$ cat config.mk
export PLATFORM = sky130hd
export DESIGN_NAME = muldiv_sequencer
export DESIGN_NICKNAME = d
export VERILOG_FILES = /design/src/rtl/muldiv_pkg.sv /design/src/rtl/muldiv_watchdog.sv /design/src/rtl/muldiv_sequencer.sv
export SDC_FILE = /design/constraint.sdc
export NUM_CORES = 1
export LEC_CHECK = 0
export BUFFER_PORTS_ARGS = -buffer_cell sky130_fd_sc_hd__buf_2
export CORE_AREA = 2 2 39 41
export CTS_CLUSTER_DIAMETER = 200
export DETAILED_ROUTE_END_ITERATION = 12
export DIE_AREA = 0 0 41 43
export PLACE_DENSITY_LB_ADDON = 0.08
export SETUP_SLACK_MARGIN = 0.4
export SLEW_MARGIN = 15
export SYNTH_ARGS = -nofsm -noshare
export SYNTH_HDL_FRONTEND = slang
export SYNTH_HIERARCHICAL = 1
export SYNTH_SLANG_ARGS = --single-unit
$ cat constraint.sdc
create_clock -name clock -period 1.5 [get_ports clock]
set_input_delay 0.075 -clock clock [delete_from_list [all_inputs] [get_ports clock]]
set_output_delay 0.075 -clock clock [all_outputs]
set_load 0.02 [all_outputs]
$ cat src/rtl/muldiv_pkg.sv
// Shared state encoding, op constants and helpers for the MULT/DIV sequencer.
package muldiv_pkg;

  typedef enum logic [2:0] {
    IDLE,
    LAUNCH,
    WAIT,
    WRITE,
    DONE,
    EXC,
    TOUT
  } muldivState_t;

  localparam logic OP_MULT = 1'b0;
  localparam logic OP_DIV  = 1'b1;

  // The HI/LO selectors follow the latched op only while an operation is in flight.
  function automatic logic selTracksOp(muldivState_t s);
    return (s == LAUNCH) || (s == WAIT) || (s == WRITE) || (s == DONE);
  endfunction

endpackage

$ cat src/rtl/muldiv_watchdog.sv
// WAIT-state watchdog: saturating cycle counter with terminal-count compare.
// Only built when MULDIV_TIMEOUT_EN is defined.
`ifdef MULDIV_TIMEOUT_EN
module muldiv_watchdog #(
  parameter int TIMEOUT_CYCLES = 40,
  parameter int CNT_W          = 6
) (
  input  logic clock,
  input  logic reset,
  input  logic clear,
  input  logic count,
  output logic expired
);

  logic [CNT_W-1:0] cnt;

  always_ff @(posedge clock or negedge reset) begin
    if (!reset) begin
      cnt <= '0;
    end else if (clear) begin
      cnt <= '0;
    end else if (count && (cnt != {CNT_W{1'b1}})) begin
      cnt <= cnt + 1'b1;
    end
  end

  // Terminal count reached during the last allowed WAIT cycle.
  assign expired = (cnt == CNT_W'(TIMEOUT_CYCLES - 1));

endmodule
`endif

$ cat src/rtl/muldiv_sequencer.sv
// Sequences the shared multiplier/divisor pair and the HI/LO writeback for Controle.
// Optional WAIT watchdog (TOUT state, timeout_exc) is enabled by defining MULDIV_TIMEOUT_EN.
//
// state  | meaning
// IDLE   | waiting for req; op latched when req is accepted
// LAUNCH | start pulse to the selected unit
// WAIT   | waiting for the selected unit's fim
// WRITE  | HI/LO write enables asserted
// DONE   | done pulse to Controle
// EXC    | divide-by-zero exception pulse, no write
// TOUT   | watchdog exception pulse, no write
module muldiv_sequencer
  import muldiv_pkg::*;
#(
  parameter int TIMEOUT_CYCLES = 40,
  parameter int CNT_W          = 6
) (
  input  logic clock,
  input  logic reset,
  input  logic req,
  input  logic op,
  output logic busy,
  output logic done,
  output logic mult_start,
  output logic div_start,
  input  logic mult_fim,
  input  logic div_fim,
  input  logic div_by_zero,
  output logic hi_sel,
  output logic lo_sel,
  output logic hi_write,
  output logic lo_write,
  output logic div_zero_exc,
  output logic timeout_exc
);

  if ((2 ** CNT_W) <= TIMEOUT_CYCLES) begin : gBadCntW
    $error("muldiv_sequencer: CNT_W too narrow for TIMEOUT_CYCLES");
  end

  muldivState_t state;
  muldivState_t stateNext;
  logic         opQ;
  logic         opNext;
  logic         fim;
  logic         timeoutHit;

  logic busyNext;
  logic doneNext;
  logic multStartNext;
  logic divStartNext;
  logic selQ;
  logic selNext;
  logic writeQ;
  logic writeNext;
  logic divZeroExcNext;

  // Only the unit that was launched can complete the operation.
  assign fim = (opQ == OP_DIV) ? div_fim : mult_fim;

`ifdef MULDIV_TIMEOUT_EN
  logic wdClear;
  logic wdCount;
  logic timeoutExcQ;
  logic timeoutExcNext;

  assign wdClear = (state == LAUNCH);
  assign wdCount = (state == WAIT) && !fim;

  muldiv_watchdog #(
    .TIMEOUT_CYCLES(TIMEOUT_CYCLES),
    .CNT_W         (CNT_W)
  ) uWatchdog (
    .clock  (clock),
    .reset  (reset),
    .clear  (wdClear),
    .count  (wdCount),
    .expired(timeoutHit)
  );
`else
  assign timeoutHit = 1'b0;
`endif

  always_comb begin
    stateNext = state;
    opNext    = opQ;

    case (state)
      IDLE: begin
        if (req) begin
          opNext    = op;
          stateNext = LAUNCH;
        end
      end
      LAUNCH: stateNext = WAIT;
      WAIT: begin
        if (fim) begin
          stateNext = ((opQ == OP_DIV) && div_by_zero) ? EXC : WRITE;
        end else if (timeoutHit) begin
          stateNext = TOUT;
        end
      end
      WRITE:   stateNext = DONE;
      default: stateNext = IDLE;
    endcase

    // Outputs are decoded from the next state and registered, so they never glitch.
    busyNext       = (stateNext != IDLE);
    multStartNext  = (stateNext == LAUNCH) && (opNext == OP_MULT);
    divStartNext   = (stateNext == LAUNCH) && (opNext == OP_DIV);
    writeNext      = (stateNext == WRITE);
    doneNext       = (stateNext == DONE);
    divZeroExcNext = (stateNext == EXC);
    selNext        = selTracksOp(stateNext) ? opNext : selQ;
`ifdef MULDIV_TIMEOUT_EN
    timeoutExcNext = (stateNext == TOUT);
`endif
  end

  always_ff @(posedge clock or negedge reset) begin
    if (!reset) begin
      state        <= IDLE;
      opQ          <= OP_MULT;
      busy         <= 1'b0;
      done         <= 1'b0;
      mult_start   <= 1'b0;
      div_start    <= 1'b0;
      selQ         <= 1'b0;
      writeQ       <= 1'b0;
      div_zero_exc <= 1'b0;
    end else begin
      state        <= stateNext;
      opQ          <= opNext;
      busy         <= busyNext;
      done         <= doneNext;
      mult_start   <= multStartNext;
      div_start    <= divStartNext;
      selQ         <= selNext;
      writeQ       <= writeNext;
      div_zero_exc <= divZeroExcNext;
    end
  end

`ifdef MULDIV_TIMEOUT_EN
  always_ff @(posedge clock or negedge reset) begin
    if (!reset) begin
      timeoutExcQ <= 1'b0;
    end else begin
      timeoutExcQ <= timeoutExcNext;
    end
  end

  assign timeout_exc = timeoutExcQ;
`else
  assign timeout_exc = 1'b0;
`endif

  assign hi_sel   = selQ;
  assign lo_sel   = selQ;
  assign hi_write = writeQ;
  assign lo_write = writeQ;

endmodule

=== After elaboration in Yosys (flattened, before gate mapping) ===
Cells that the tools add are included.

* Register bits: 11
* Logic and storage cells: 33
* Input bits: 7
* Output and inout port bits: 10

* Reductions and logical operators: 8
* Mux-type cells: 7
* Bitwise logic cells: 1
* Equality and inequality tests: 8

{| class="wikitable"
|+ Operators by type and width
! cell !! number
|-
| 3-bit by 2-bit equality test with 1-bit output, second input constant || 4
|-
| 3-bit one-hot mux with 4 select lines || 1
|-
| 3-bit 2-to-1 mux || 3
|-
| 3-bit by 1-bit equality test with 1-bit output, second input constant || 2
|-
| 3-bit equality test, second input constant || 2
|-
| 1-bit logical AND || 3
|-
| 3-bit zero test || 1
|-
| 1-bit logical OR || 3
|-
| 1-bit 2-to-1 mux || 3
|-
| 3-bit nonzero test || 1
|-
| 1-bit NOT || 1
|}

=== Depth between registers and ports, before layout ===
* Word-level depth: 8
* Mapped depth: 3
* Mapped depth without buffers: 3

=== Worst setup path before layout ===
No wires, ideal clock.

* Kind: reg2reg
* Start: register state[0]
* End: register selQ, in the netlist hi_sel
* Arrival: 1.301 ns
* Cell stages (with the launch flop): 4
* Setup time: 0.125 ns
* Slack: 0.075 ns
* Path through: dfrtp_1 > nor4b_2 > mux2_4 > mux2_2

{| class="wikitable"
|+ RTL lines
! item !! line !! RTL
|-
| start, declared || muldiv_sequencer.sv:41 || <nowiki>muldivState_t state;</nowiki>
|-
| start signal, assigned || muldiv_sequencer.sv:132 || <nowiki>state <= stateNext;</nowiki>
|-
| 3-bit zero test || muldiv_sequencer.sv:88 || <nowiki>case (state)</nowiki>
|-
| 1-bit 2-to-1 mux || muldiv_sequencer.sv:88 ||
|-
| net opNext || muldiv_sequencer.sv:44 || <nowiki>logic opNext;</nowiki>
|-
| end signal, assigned || muldiv_sequencer.sv:138 || <nowiki>selQ <= selNext;</nowiki>
|-
| end, declared || muldiv_sequencer.sv:52 || <nowiki>logic selQ;</nowiki>
|}

The timed path passes the listed nets, and every way through them passes these cells.
A chain may end at the register's enable or synchronous reset.

=== Final worst setup path ===
Ends and elaborated chain as after synthesis.

==> reports/summary.log <==
INFO  floorplan      core_area=1380um2
INFO  placed_design  gp_congestion=0.786
INFO  timing         max_clock_freq=691MHz
INFO  finish         post_route_cells_drive_above_1_share=0.500
INFO  logic_synthesis ys_types=22
INFO  logic_synthesis syn_area_per_cell=11.9um2
INFO  global_routing gr-total-overflow=0
INFO  logic_synthesis synthMuxAreaShare=0.0554
INFO  placed_design  placed_area=577um2
INFO  setup_path     worst-r2r-setup-slack=0.05ns
INFO  power          p_leak=0.333nW
INFO  timing         hold_viol_final=0
INFO  setup_path     crit_path_max_fanout=2
INFO  worst_hold_path worstHoldPathCells=2
INFO  drt            drt-wirelength-per-cell=12.4um
INFO  timing         final.period_utilization=0.965
INFO  logic_synthesis synth-seq-cells=11
INFO  timing         timing.final.setup_violations=0
INFO  finish         most-common-layout-cells=sky130_fd_sc_hd__buf_2, sky130_fd_sc_hd__dfrtp_1, sky130_fd_sc_hd__clkbuf_4, sky130_fd_sc_hd__buf_4
INFO  logic_synthesis largest_family_of_logic_cells_by_synthesized_area=simple AND/OR/NAND/NOR gates
INFO  drt            routed_wl=968um
INFO  drt            detailroute.wirelength.met3=66um
INFO  logic_synthesis synth_top_cells_by_area=sky130_fd_sc_hd__dfrtp_1, sky130_fd_sc_hd__buf_4, sky130_fd_sc_hd__a21boi_0
INFO  floorplan      rows=14
INFO  drt            met2_length=520um
INFO  drt            route.detailed.drc=0
INFO  setup_path     worstReg2RegStart=state[0]
INFO  logic_synthesis sequential_fraction_of_the_synthesis_area=0.580
INFO  timing         rsz0062_at_grt=true
INFO  drt            top_routing_layer_used=met3
INFO  worst_hold_path timing.hold.worst.start=op
INFO  global_routing number_of_global_route_vias_before_repair=372
INFO  setup_path     worst_r2r_path_depth=3
INFO  logic_synthesis synth_simple_gate_area_frac=0.219
INFO  finish         final_cell_area_excluding_filler_cells=658um2
INFO  clocking       clock_root_buffer_master=sky130_fd_sc_hd__clkbuf_4
INFO  logic_synthesis fraction_of_registers_with_async_set_or_reset_after_synthesis=1.00
INFO  setup_path     worstSetupEndpointType=flip-flop
INFO  logic_synthesis synth.top_cell.area_share=0.580
INFO  logic_synthesis postSynthCellCount=40
INFO  logic_synthesis synth_area_leader_cell=sky130_fd_sc_hd__dfrtp_1
INFO  drt            drt.antenna.violating_nets=0
INFO  drt            route.layer.met1.wl=381um
INFO  floorplan      floorplan.die.height=43um
INFO  drt            vias=384
INFO  clocking       post_cts.repair.setup_buffers=0
INFO  floorplan      pin_count=17
INFO  worst_hold_path hold_end=div_start
INFO  floorplan      die_w=41um
INFO  logic_synthesis synth.net_count=47
INFO  floorplan      die_outline_area=1760um2
INFO  clocking       cts.htree.levels=1
INFO  logic_synthesis synth-edff-count=0
INFO  clocking       cts.clk_slew.worst_paths=0.07ns
INFO  placed_design  detailed_place_hpwl=749um
INFO  finish         filler_cell_count=139
INFO  logic_synthesis synth-xor-area-share=0
INFO  timing         period_minus_slack=1.45ns
INFO  placed_design  place.port_buffers=15
INFO  logic_synthesis postSynth.topFlopCell=sky130_fd_sc_hd__dfrtp_1
INFO  timing         hold_slack=0.0727ns
INFO  clocking       cts_tree=built
INFO  power          peakVddDrop=0.000788V
INFO  clocking       cts_buffer_depth=2
INFO  setup_path     crit_reg_reg_endpoint=hi_sel
INFO  clocking       clk-insertion-delay-late=0.26ns
INFO  timing         setup_tns=0ns
INFO  job            cap_violations=0
INFO  floorplan      starting_density_of_the_core=0.343
INFO  logic_synthesis ys_warn_count=6
INFO  setup_path     startpoint_type=flip-flop
INFO  global_routing grt_usage=0.134
INFO  global_routing grt_antenna_before_repair=0
INFO  finish         fin_nets=70
INFO  setup_path     arrival=1.60ns
INFO  finish         final_non_filler_cell_total=78
INFO  logic_synthesis synth-compound-area-share=0.0818
INFO  drt            drtIter0Drc=7
INFO  clocking       numCtsBuffers=3
INFO  power          power_per_cell_area=1930nW/um2
INFO  logic_synthesis yosys.area_share.adder=0
INFO  logic_synthesis post_synth_instance_area=474um2
INFO  finish         number_of_diodes=0
INFO  status         outcome=completed
INFO  clocking       cts.sink_count=11
INFO  global_routing grt_pass1_wl=1570um
INFO  setup_path     worstPathRequired=1.65ns
INFO  drt            avgViaCountPerCell=4.92
INFO  timing         final_count_of_pins_violating_max_slew=0
INFO  worst_hold_path hold_path.class=in2reg
INFO  timing         final.setup_skew=0.000321ns
INFO  finish         area.growth.synth_to_final=38.8%
INFO  finish         final_core_utilization=0.476
INFO  drt            drt_pre_antenna_iters=4
INFO  global_routing largest_net_degree_at_the_start_of_global_routing=12
INFO  placed_design  dp.cells=72
INFO  setup_path     setup_cp_type=reg2reg
INFO  finish         mostFrequentLayoutCell=sky130_fd_sc_hd__buf_2
-- cells in the mapped netlist, drive strengths merged, types with 2 or more instances --
library cell,number
dfrtp,11
buf,3
nor2,3
a21boi,2
a21oi,2
and2,2
mux2,2
nand3,2
-- repair_timing --
| item | in CTS | in global routing |
|---|---|---|
| pin swaps | 0 | 1 |
| hold endpoints to repair | 12 | 0 |
| gates resized for setup | 5 | 4 |
| setup endpoints to repair | 4 | 7 |
| hold buffers | 2 | 0 |
-- critical path, stage by stage, from the launching register on --
cell and delay [ns]:
sky130_fd_sc_hd__dfrtp_1 0.41, sky130_fd_sc_hd__nor4b_4 0.33, sky130_fd_sc_hd__mux2_4 0.33, sky130_fd_sc_hd__mux2_2 0.27
-- layer usage --
metal  vias up  track usage
li1        179            -
met1       191        0.170
met4         0       0.0400
met5         -            0
met2        14        0.216
met3         0       0.0314
-- cell type report --
type	count	area, um2	share of cell area
Clock buffer	4	26.3	0.0399
Inverter	1	3.75	0.00570
Multi-Input combinational cell	25	204	0.310
Sequential cell	11	275	0.418
Tap cell	16	20.0	0.0304
Timing Repair Buffer	21	129	0.196
-- flip-flops by register name, summed over array words and instances, names as in the netlist --
name and count:
mult_start 1, busy 1, hi_write 1, hi_sel 1, opQ 1, done 1, div_zero_exc 1, div_start 1
state 3
-- logic make-up (layout without fill, tap and decap cells) --
kind of cell | Yosys count | after routing
DFF | 11 | 11
and+or+nand+nor | 16 | 16
AOI/OAI and AO/OA | 6 | 6
muxes | 2 | 2
other | 1 | 1
buffers and inverters | 4 | 26
-- through the flow --
step | power (mW) | worst slack [ns]
after floorplan | 0.809 | 0.0747
after global placement | 0.989 | 0.0916
after detailed placement | 0.999 | 0.0244
after CTS | 1.26 | 0.0517
after global routing | 1.36 | 0.0176
final | 1.27 | 0.0518
-- worst max-delay path by stage --
stage | slack, ns | from | to
CTS | 0.05 | state[0] | hi_sel
global route | 0.02 | state[0] | hi_sel
global placement | 0.09 | state[0] | hi_sel
finish | 0.05 | state[0] | hi_sel
detailed placement | 0.02 | state[0] | hi_sel
floorplan | 0.07 | state[0] | hi_sel
-- where the power goes --
group	switching, mW	internal (mW)	total [mW]
combinational	0.327	0.292	0.619
clock	0.0955	0.103	0.198
sequential	0.0569	0.397	0.454
Note: power is estimated with default switching activity, not from simulation.
